File: src/rtl/ect_dds_pkg.sv
// ect_dds_pkg
// Shared definitions for the ECT excitation sweep controller:
//   - sweep FSM state encoding
//   - NCO control word widths
//   - reset-default frequency words for the sweep table (10 MHz NCO clock)
// No ports; imported by dds_freq_table and dds_sweep_ctrl.
package ect_dds_pkg;

  localparam int PHASE_INC_W = 32;
  localparam int PHASE_MOD_W = 16;

  typedef enum logic [2:0] {
    IDLE,
    LOAD,
    SETTLE,
    DWELL,
    NEXT
  } sweepState_t;

  // 100 kHz, 200 kHz, 500 kHz, 1 MHz at a 10 MHz NCO clock. Entries past
  // the fourth power up as 0 (silent) until the host programs them.
  function automatic logic [PHASE_INC_W-1:0] defaultFreqWord(input int idx);
    case (idx)
      0:       return 32'd42949673;
      1:       return 32'd85899346;
      2:       return 32'd214748365;
      3:       return 32'd429496730;
      default: return '0;
    endcase
  endfunction

endpackage

File: src/rtl/dds_freq_table.sv
// dds_freq_table
// NUM_PTS x 32-bit register file holding the sweep frequency words.
// Loaded with the package defaults on reset, one synchronous write port,
// asynchronous read so the controller sees the word for PointIdx directly.
// Ports:
//   Clk     in   system clock
//   Rst     in   synchronous reset, active-high (reloads defaults)
//   We      in   write strobe (already qualified by the controller)
//   WrAddr  in   IDX_W  write index
//   WrData  in   32     frequency word
//   RdAddr  in   IDX_W  read index
//   RdData  out  32     frequency word at RdAddr
module dds_freq_table
  import ect_dds_pkg::*;
#(
  parameter int NUM_PTS = 4,
  parameter int IDX_W   = 2
) (
  input  logic                   Clk,
  input  logic                   Rst,
  input  logic                   We,
  input  logic [IDX_W-1:0]       WrAddr,
  input  logic [PHASE_INC_W-1:0] WrData,
  input  logic [IDX_W-1:0]       RdAddr,
  output logic [PHASE_INC_W-1:0] RdData
);

  logic [PHASE_INC_W-1:0] mem [NUM_PTS];

  // NOTE: this table is reset like ordinary flops because its defaults must
  // be usable straight out of reset; a real RAM array would not be reset.
  always_ff @(posedge Clk) begin
    if (Rst) begin
      for (int i = 0; i < NUM_PTS; i++) begin
        mem[i] <= defaultFreqWord(i);
      end
    end else if (We && (int'(WrAddr) < NUM_PTS)) begin
      mem[WrAddr] <= WrData;
    end
  end

  assign RdData = mem[RdAddr];

endmodule

File: src/rtl/dds_sweep_ctrl.sv
// dds_sweep_ctrl
// Steps the ECT excitation NCO through the frequency table one point at a
// time: LOAD (update NCO) -> SETTLE (SETTLE_CYC) -> DWELL (Settled window)
// -> NEXT. Optional wrap for continuous sweeps, Abort to stop at any time.
// Optional feature macro DDS_PHASE_STEP_EN: adds the PhaseStep port and
// advances PhaseMod by PhaseStep at every step to a higher table index;
// without it PhaseMod stays 0.
// Ports:
//   Clk, Rst      clock, synchronous active-high reset
//   Start         begin sweep (ignored while Busy)
//   Abort         stop sweep (wins over Start)
//   Continuous    wrap to point 0 after the last point
//   DwellCycles   Settled window length, latched at Start (0 treated as 1)
//   PhaseStep     per-point phase increment (DDS_PHASE_STEP_EN only)
//   CfgWe/CfgAddr/CfgData  table write port, honoured only in IDLE
//   PhaseInc, FreqMod, PhaseMod, NcoUpdate  NCO control
//   Settled, PointIdx, Busy, Done           status
module dds_sweep_ctrl
  import ect_dds_pkg::*;
#(
  parameter  int NUM_PTS    = 4,
  parameter  int SETTLE_CYC = 8,
  parameter  int DWELL_W    = 16,
  localparam int IDX_W      = $clog2(NUM_PTS)
) (
  input  logic                   Clk,
  input  logic                   Rst,
  input  logic                   Start,
  input  logic                   Abort,
  input  logic                   Continuous,
  input  logic [DWELL_W-1:0]     DwellCycles,
`ifdef DDS_PHASE_STEP_EN
  input  logic [PHASE_MOD_W-1:0] PhaseStep,
`endif
  input  logic                   CfgWe,
  input  logic [IDX_W-1:0]       CfgAddr,
  input  logic [PHASE_INC_W-1:0] CfgData,
  output logic [PHASE_INC_W-1:0] PhaseInc,
  output logic [PHASE_INC_W-1:0] FreqMod,
  output logic [PHASE_MOD_W-1:0] PhaseMod,
  output logic                   NcoUpdate,
  output logic                   Settled,
  output logic [IDX_W-1:0]       PointIdx,
  output logic                   Busy,
  output logic                   Done
);

  localparam int SETTLE_W = $clog2(SETTLE_CYC + 1);
  localparam int CNT_W    = (DWELL_W > SETTLE_W) ? DWELL_W : SETTLE_W;
  localparam logic [CNT_W-1:0] SETTLE_LOAD = CNT_W'(SETTLE_CYC - 1);
  localparam logic [IDX_W-1:0] LAST_IDX    = IDX_W'(NUM_PTS - 1);

  sweepState_t            state, stateNext;
  logic [CNT_W-1:0]       cnt, cntNext;
  logic [DWELL_W-1:0]     dwellLat, dwellLatNext;
  logic [IDX_W-1:0]       idxNext;
  logic [PHASE_INC_W-1:0] phaseIncNext;
  logic [PHASE_MOD_W-1:0] phaseModNext;
  logic [PHASE_MOD_W-1:0] phaseStepEff;
  logic                   ncoUpdateNext;
  logic                   doneNext;
  logic [PHASE_INC_W-1:0] tableWord;

`ifdef DDS_PHASE_STEP_EN
  assign phaseStepEff = PhaseStep;
`else
  // With a zero step PhaseMod can only ever be reloaded with 0.
  assign phaseStepEff = '0;
`endif

  assign FreqMod = '0;

  // The table is frozen during a sweep: writes outside IDLE are dropped.
  dds_freq_table #(
    .NUM_PTS(NUM_PTS),
    .IDX_W  (IDX_W)
  ) uFreqTable (
    .Clk   (Clk),
    .Rst   (Rst),
    .We    (CfgWe && (state == IDLE)),
    .WrAddr(CfgAddr),
    .WrData(CfgData),
    .RdAddr(PointIdx),
    .RdData(tableWord)
  );

  always_comb begin
    // NOTE: every signal gets a default before any branch, so no path can
    // leave one unassigned and infer a latch.
    stateNext     = state;
    cntNext       = cnt;
    dwellLatNext  = dwellLat;
    idxNext       = PointIdx;
    phaseIncNext  = PhaseInc;
    phaseModNext  = PhaseMod;
    ncoUpdateNext = 1'b0;
    doneNext      = 1'b0;

    if (Abort) begin
      // NCO words hold; only the FSM and status flags drop.
      stateNext = IDLE;
    end else begin
      unique case (state)
        IDLE: begin
          if (Start) begin
            stateNext    = LOAD;
            idxNext      = '0;
            phaseModNext = '0;
            dwellLatNext = (DwellCycles == '0) ? DWELL_W'(1) : DwellCycles;
          end
        end
        LOAD: begin
          stateNext     = SETTLE;
          cntNext       = SETTLE_LOAD;
          phaseIncNext  = tableWord;
          ncoUpdateNext = 1'b1;
        end
        SETTLE: begin
          if (cnt == '0) begin
            stateNext = DWELL;
            cntNext   = CNT_W'(dwellLat) - CNT_W'(1);
          end else begin
            cntNext = cnt - CNT_W'(1);
          end
        end
        DWELL: begin
          if (cnt == '0) begin
            stateNext = NEXT;
          end else begin
            cntNext = cnt - CNT_W'(1);
          end
        end
        NEXT: begin
          if (PointIdx != LAST_IDX) begin
            stateNext    = LOAD;
            idxNext      = PointIdx + IDX_W'(1);
            phaseModNext = PhaseMod + phaseStepEff;
          end else if (Continuous) begin
            stateNext    = LOAD;
            idxNext      = '0;
            phaseModNext = '0;
          end else begin
            stateNext = IDLE;
            doneNext  = 1'b1;
          end
        end
        default: stateNext = IDLE;
      endcase
    end
  end

  // NOTE: non-blocking assignments only in clocked blocks, so every flop
  // samples the pre-edge value regardless of statement order.
  always_ff @(posedge Clk) begin
    if (Rst) begin
      state     <= IDLE;
      cnt       <= '0;
      dwellLat  <= '0;
      PointIdx  <= '0;
      PhaseInc  <= '0;
      PhaseMod  <= '0;
      NcoUpdate <= 1'b0;
      Settled   <= 1'b0;
      Busy      <= 1'b0;
      Done      <= 1'b0;
    end else begin
      state     <= stateNext;
      cnt       <= cntNext;
      dwellLat  <= dwellLatNext;
      PointIdx  <= idxNext;
      PhaseInc  <= phaseIncNext;
      PhaseMod  <= phaseModNext;
      NcoUpdate <= ncoUpdateNext;
      // Status flags follow the state being entered so they are registered
      // yet line up exactly with the state they describe.
      Settled   <= (stateNext == DWELL);
      Busy      <= (stateNext != IDLE);
      Done      <= doneNext;
    end
  end

endmodule

File: config.mk
export PLATFORM = sky130hd
export DESIGN_NAME = dds_sweep_ctrl
export DESIGN_NICKNAME = d
export VERILOG_FILES = /design/src/rtl/ect_dds_pkg.sv /design/src/rtl/dds_freq_table.sv /design/src/rtl/dds_sweep_ctrl.sv
export SDC_FILE = /design/constraint.sdc
export NUM_CORES = 1
export LEC_CHECK = 0
export ABC_AREA = 0
export BUFFER_PORTS_ARGS = -buffer_cell sky130_fd_sc_hd__buf_2
export CORE_ASPECT_RATIO = 1.75
export CORE_MARGIN = 1.5
export CORE_UTILIZATION = 57
export CTS_BUF_LIST = sky130_fd_sc_hd__clkbuf_4 sky130_fd_sc_hd__clkbuf_8 sky130_fd_sc_hd__clkbuf_16
export DETAILED_ROUTE_END_ITERATION = 12
export PLACE_DENSITY = 0.8
export SLEW_MARGIN = 25
export SYNTH_ARGS = -nofsm -noshare
export SYNTH_HDL_FRONTEND = slang
export SYNTH_SLANG_ARGS = --single-unit
File: constraint.sdc
create_clock -name Clk -period 3.6 [get_ports Clk]
set_clock_uncertainty 0.1 [all_clocks]
set_input_delay 0.9 -clock Clk [delete_from_list [all_inputs] [get_ports Clk]]
set_output_delay 0.9 -clock Clk [all_outputs]
set_load 0.01 [all_outputs]
==> impl_metrics.env <==
export IMPL_yosysSeqAreaShare_pct=57.1
export IMPL_switchingPower_mw=1.21
export IMPL_finalSetupViolCount=0
export IMPL_synth_compound_area_share_pct=6.62
export IMPL_io_pins=142
export IMPL_synthTopCellsByArea="edfxtp_1 41%, dfxtp_1 16%, mux4_2 7.8%"
export IMPL_clockBufferDepth=3
export IMPL_async_flop_share_pct=0
export IMPL_grt_pass1_vias=6194
export IMPL_finalCriticalPeriod_ns=2.56
export IMPL_pwr_share_clk_pct=40.7
export IMPL_synth_edf_count=128
export IMPL_peakVddDrop_uv=505
export IMPL_cts_root_buf="clkbuf_16"
export IMPL_drive_above_1_share_pct=22.3
export IMPL_synth_mux_area_fraction_pct=7.99
export IMPL_cts_made_buffers=20
export IMPL_worst_ep_required_time_ns=3.85
export IMPL_grt_use_total_pct=24.4
export IMPL_timing_hold_ws_ns=0.354
export IMPL_cts_tree="done"
export IMPL_cts_htree_levels=1
export IMPL_die_area_sq_um=17100
export IMPL_synth_commonest_cells="128 x edfxtp_1, 110 x nand2_1, 73 x and2_1, 73 x dfxtp_1, 64 x a21oi_1"
export IMPL_status="complete, no violations"
export IMPL_firstDrtPassIters=5
export IMPL_clk_latency_ns=0.50
export IMPL_synth_area_sq_um=9280
export IMPL_die_w_microns=99.5
export IMPL_dpl_worst_slack_ns=0.642
export IMPL_synth_most_common_cell="edfxtp_1"
export IMPL_io_buffers=93
export IMPL_synthDominantCellAreaShare_pct=41.4
export IMPL_ys_warn_count=0
export IMPL_finalPower_mw=5.06
export IMPL_relSlewSlack_pct=52.9
export IMPL_pwr_share_comb_pct=8.5
export IMPL_tightest_slew_ns=0.706
export IMPL_grt_ovfl_total=0
export IMPL_grt_pass1_wl_microns=31900
export IMPL_drc=0
export IMPL_powerDensity_nw_per_um2=484
export IMPL_fin_crit_sh_pct=71.2
export IMPL_hpwl_microns=13000
export IMPL_rsz0062_at_grt="false"
export IMPL_critPathArrivalTime_ns=2.82
export IMPL_synth_seq_cells=201
export IMPL_path_clk_slew_ns=0.07
export IMPL_ys_flop_type="edfxtp_1"
export IMPL_cts_resized=0
export IMPL_dp_cells=1062
export IMPL_p_int_mw=3.85
export IMPL_slew_viol_final=0
export IMPL_cp_max_fo=16
export IMPL_synthSimpleGateAreaFrac_pct=20.2
export IMPL_max_freq_mhz=390
export IMPL_antenna_found_initial=0
export IMPL_switching_share_pct=24.0
export IMPL_rows=61
export IMPL_final_cell_count_no_fill=1098
export IMPL_maxCapViolations=0
export IMPL_fin_nets=954
export IMPL_p_leak_nw=3.80
export IMPL_vias=6259
export IMPL_antenna_left=0
export IMPL_cp_end_kind="flop"
export IMPL_avgSynthCellArea_sq_um=11.5
export IMPL_cts_setup_buffers=0
export IMPL_synthAdderAreaFrac_pct=0.404
export IMPL_grt_max_degree=66
export IMPL_fin_ws_ns=1.04
export IMPL_drt_iter0_drc=363
export IMPL_hold_class="reg2reg"
export IMPL_hold_viol_final=0
export IMPL_place_gp_congestion=0.996
export IMPL_setup_tns_ns=0
export IMPL_diodes=0
export IMPL_pwr_share_seq_pct=50.7
export IMPL_routed_via_density=5.70
export IMPL_cts_hold_buf=0
export IMPL_r2r_setup_slack_ns=1.04
export IMPL_wl_microns=20200
export IMPL_fp_coreArea_sq_um=15900
export IMPL_start_util_pct=58.5
export IMPL_syn_inst=806
export IMPL_die_height_microns=172
export IMPL_synthXorXnorAreaFrac_pct=1.51
export IMPL_numClockSinks=201
export IMPL_wl_per_cell_microns=18.4
export IMPL_critPathLaunchType="flop"
export IMPL_synth_top_area_cell="edfxtp_1"
export IMPL_critPathKind="reg2reg"
export IMPL_syn_to_final_growth_pct=12.7
export IMPL_synth_top_family_by_area="simple AND/OR/NAND/NOR gates"
export IMPL_ys_types=56
[sequential cells by signal, indices dropped and copies added, names as in the netlist]
register and cells:
NcoUpdate 1, PhaseInc 32, Done 1, uFreqTable.mem 128, Busy 1, Settled 1, dwellLat 16, state 3
cnt 16, PointIdx 2
[power groups by stage]
stage / combinational [mW] / clock [mW] / sequential (mW)
6_report: 0.433 / 2.06 / 2.57
5_1_grt: 0.477 / 2.17 / 2.58
4_1_cts: 0.431 / 2.08 / 2.57
3_5_place_dp: 0.427 / 0 / 2.62
3_3_place_gp: 0.422 / 0 / 2.61
2_1_floorplan: 0.317 / 0 / 2.61
[critical path, stage by stage, from the launching register on]
cell and delay [ns]:
dfxtp_1 0.34, inv_1 0.11, ha_1 0.24, nor4b_2 0.34
nand4_1 0.32, nand2_1 0.53, o22ai_1 0.17, a32oi_1 0.22
nor2_1 0.06
[metrics by stage]
stage | utilization (%) | cell area, sq um
after floorplan | - | 9460
after global placement | 61.8 | 9810
after detailed placement | 61.8 | 9810
after CTS | 65.9 | 10500
after global routing | 65.9 | 10500
final | 65.9 | 10500
[final timing paths]
| path | startpoint | to | cells after the start |
|---|---|---|---|
| worst max-delay path | cnt[0]$_SDFFE_PP0P_ | cnt[3]$_SDFFE_PP0P_ | 8 |
| worst min-delay path | PhaseInc[13]$_SDFFE_PP0P_ | PhaseInc[13]$_SDFFE_PP0P_ | 2 |
| worst max register to register | cnt[0]$_SDFFE_PP0P_ | cnt[3]$_SDFFE_PP0P_ | 8 |
| worst min register to register | PhaseInc[13]$_SDFFE_PP0P_ | PhaseInc[13]$_SDFFE_PP0P_ | 2 |
[logic make-up after synthesis]
kind of cell | count (synthesis)
AOI/OAI and AO/OA | 108
xor gates and xnor gates | 16
adders and majority gates | 3
buffers and inverters | 102
DFF | 201
muxes | 34
other | 1
and+or+nand+nor | 341
[routing by layer]
metal  share of wire [%]  wire (microns)  GRT usage (%)
met1                  35            7120           26.5
met5                   0               0              0
met3                 4.4             896           2.93
met4                 3.2             638           10.0
met2                  57           11500           47.1
[placed cells by master, fill, tap and decap left out, types with 29 or more instances in the layout]
master    instances
edfxtp_1        128
buf_2            93
mux4_2           32
nor2_1           29
nand2b_1         61
dfxtp_1          71
and2_1           73
conb_1           48
nand2_1         110
a21oi_1          64
[cell type report]
type | count | area [sq um]
Clock buffer | 21 | 526
Fill cell | 1220 | 5420
Clock inverter | 15 | 126
Timing Repair Buffer | 113 | 628
Tap cell | 189 | 236
Inverter | 9 | 33.8
Multi-Input combinational cell | 550 | 3600
Sequential cell | 201 | 5310
Note: power is estimated with default switching activity, not from simulation.
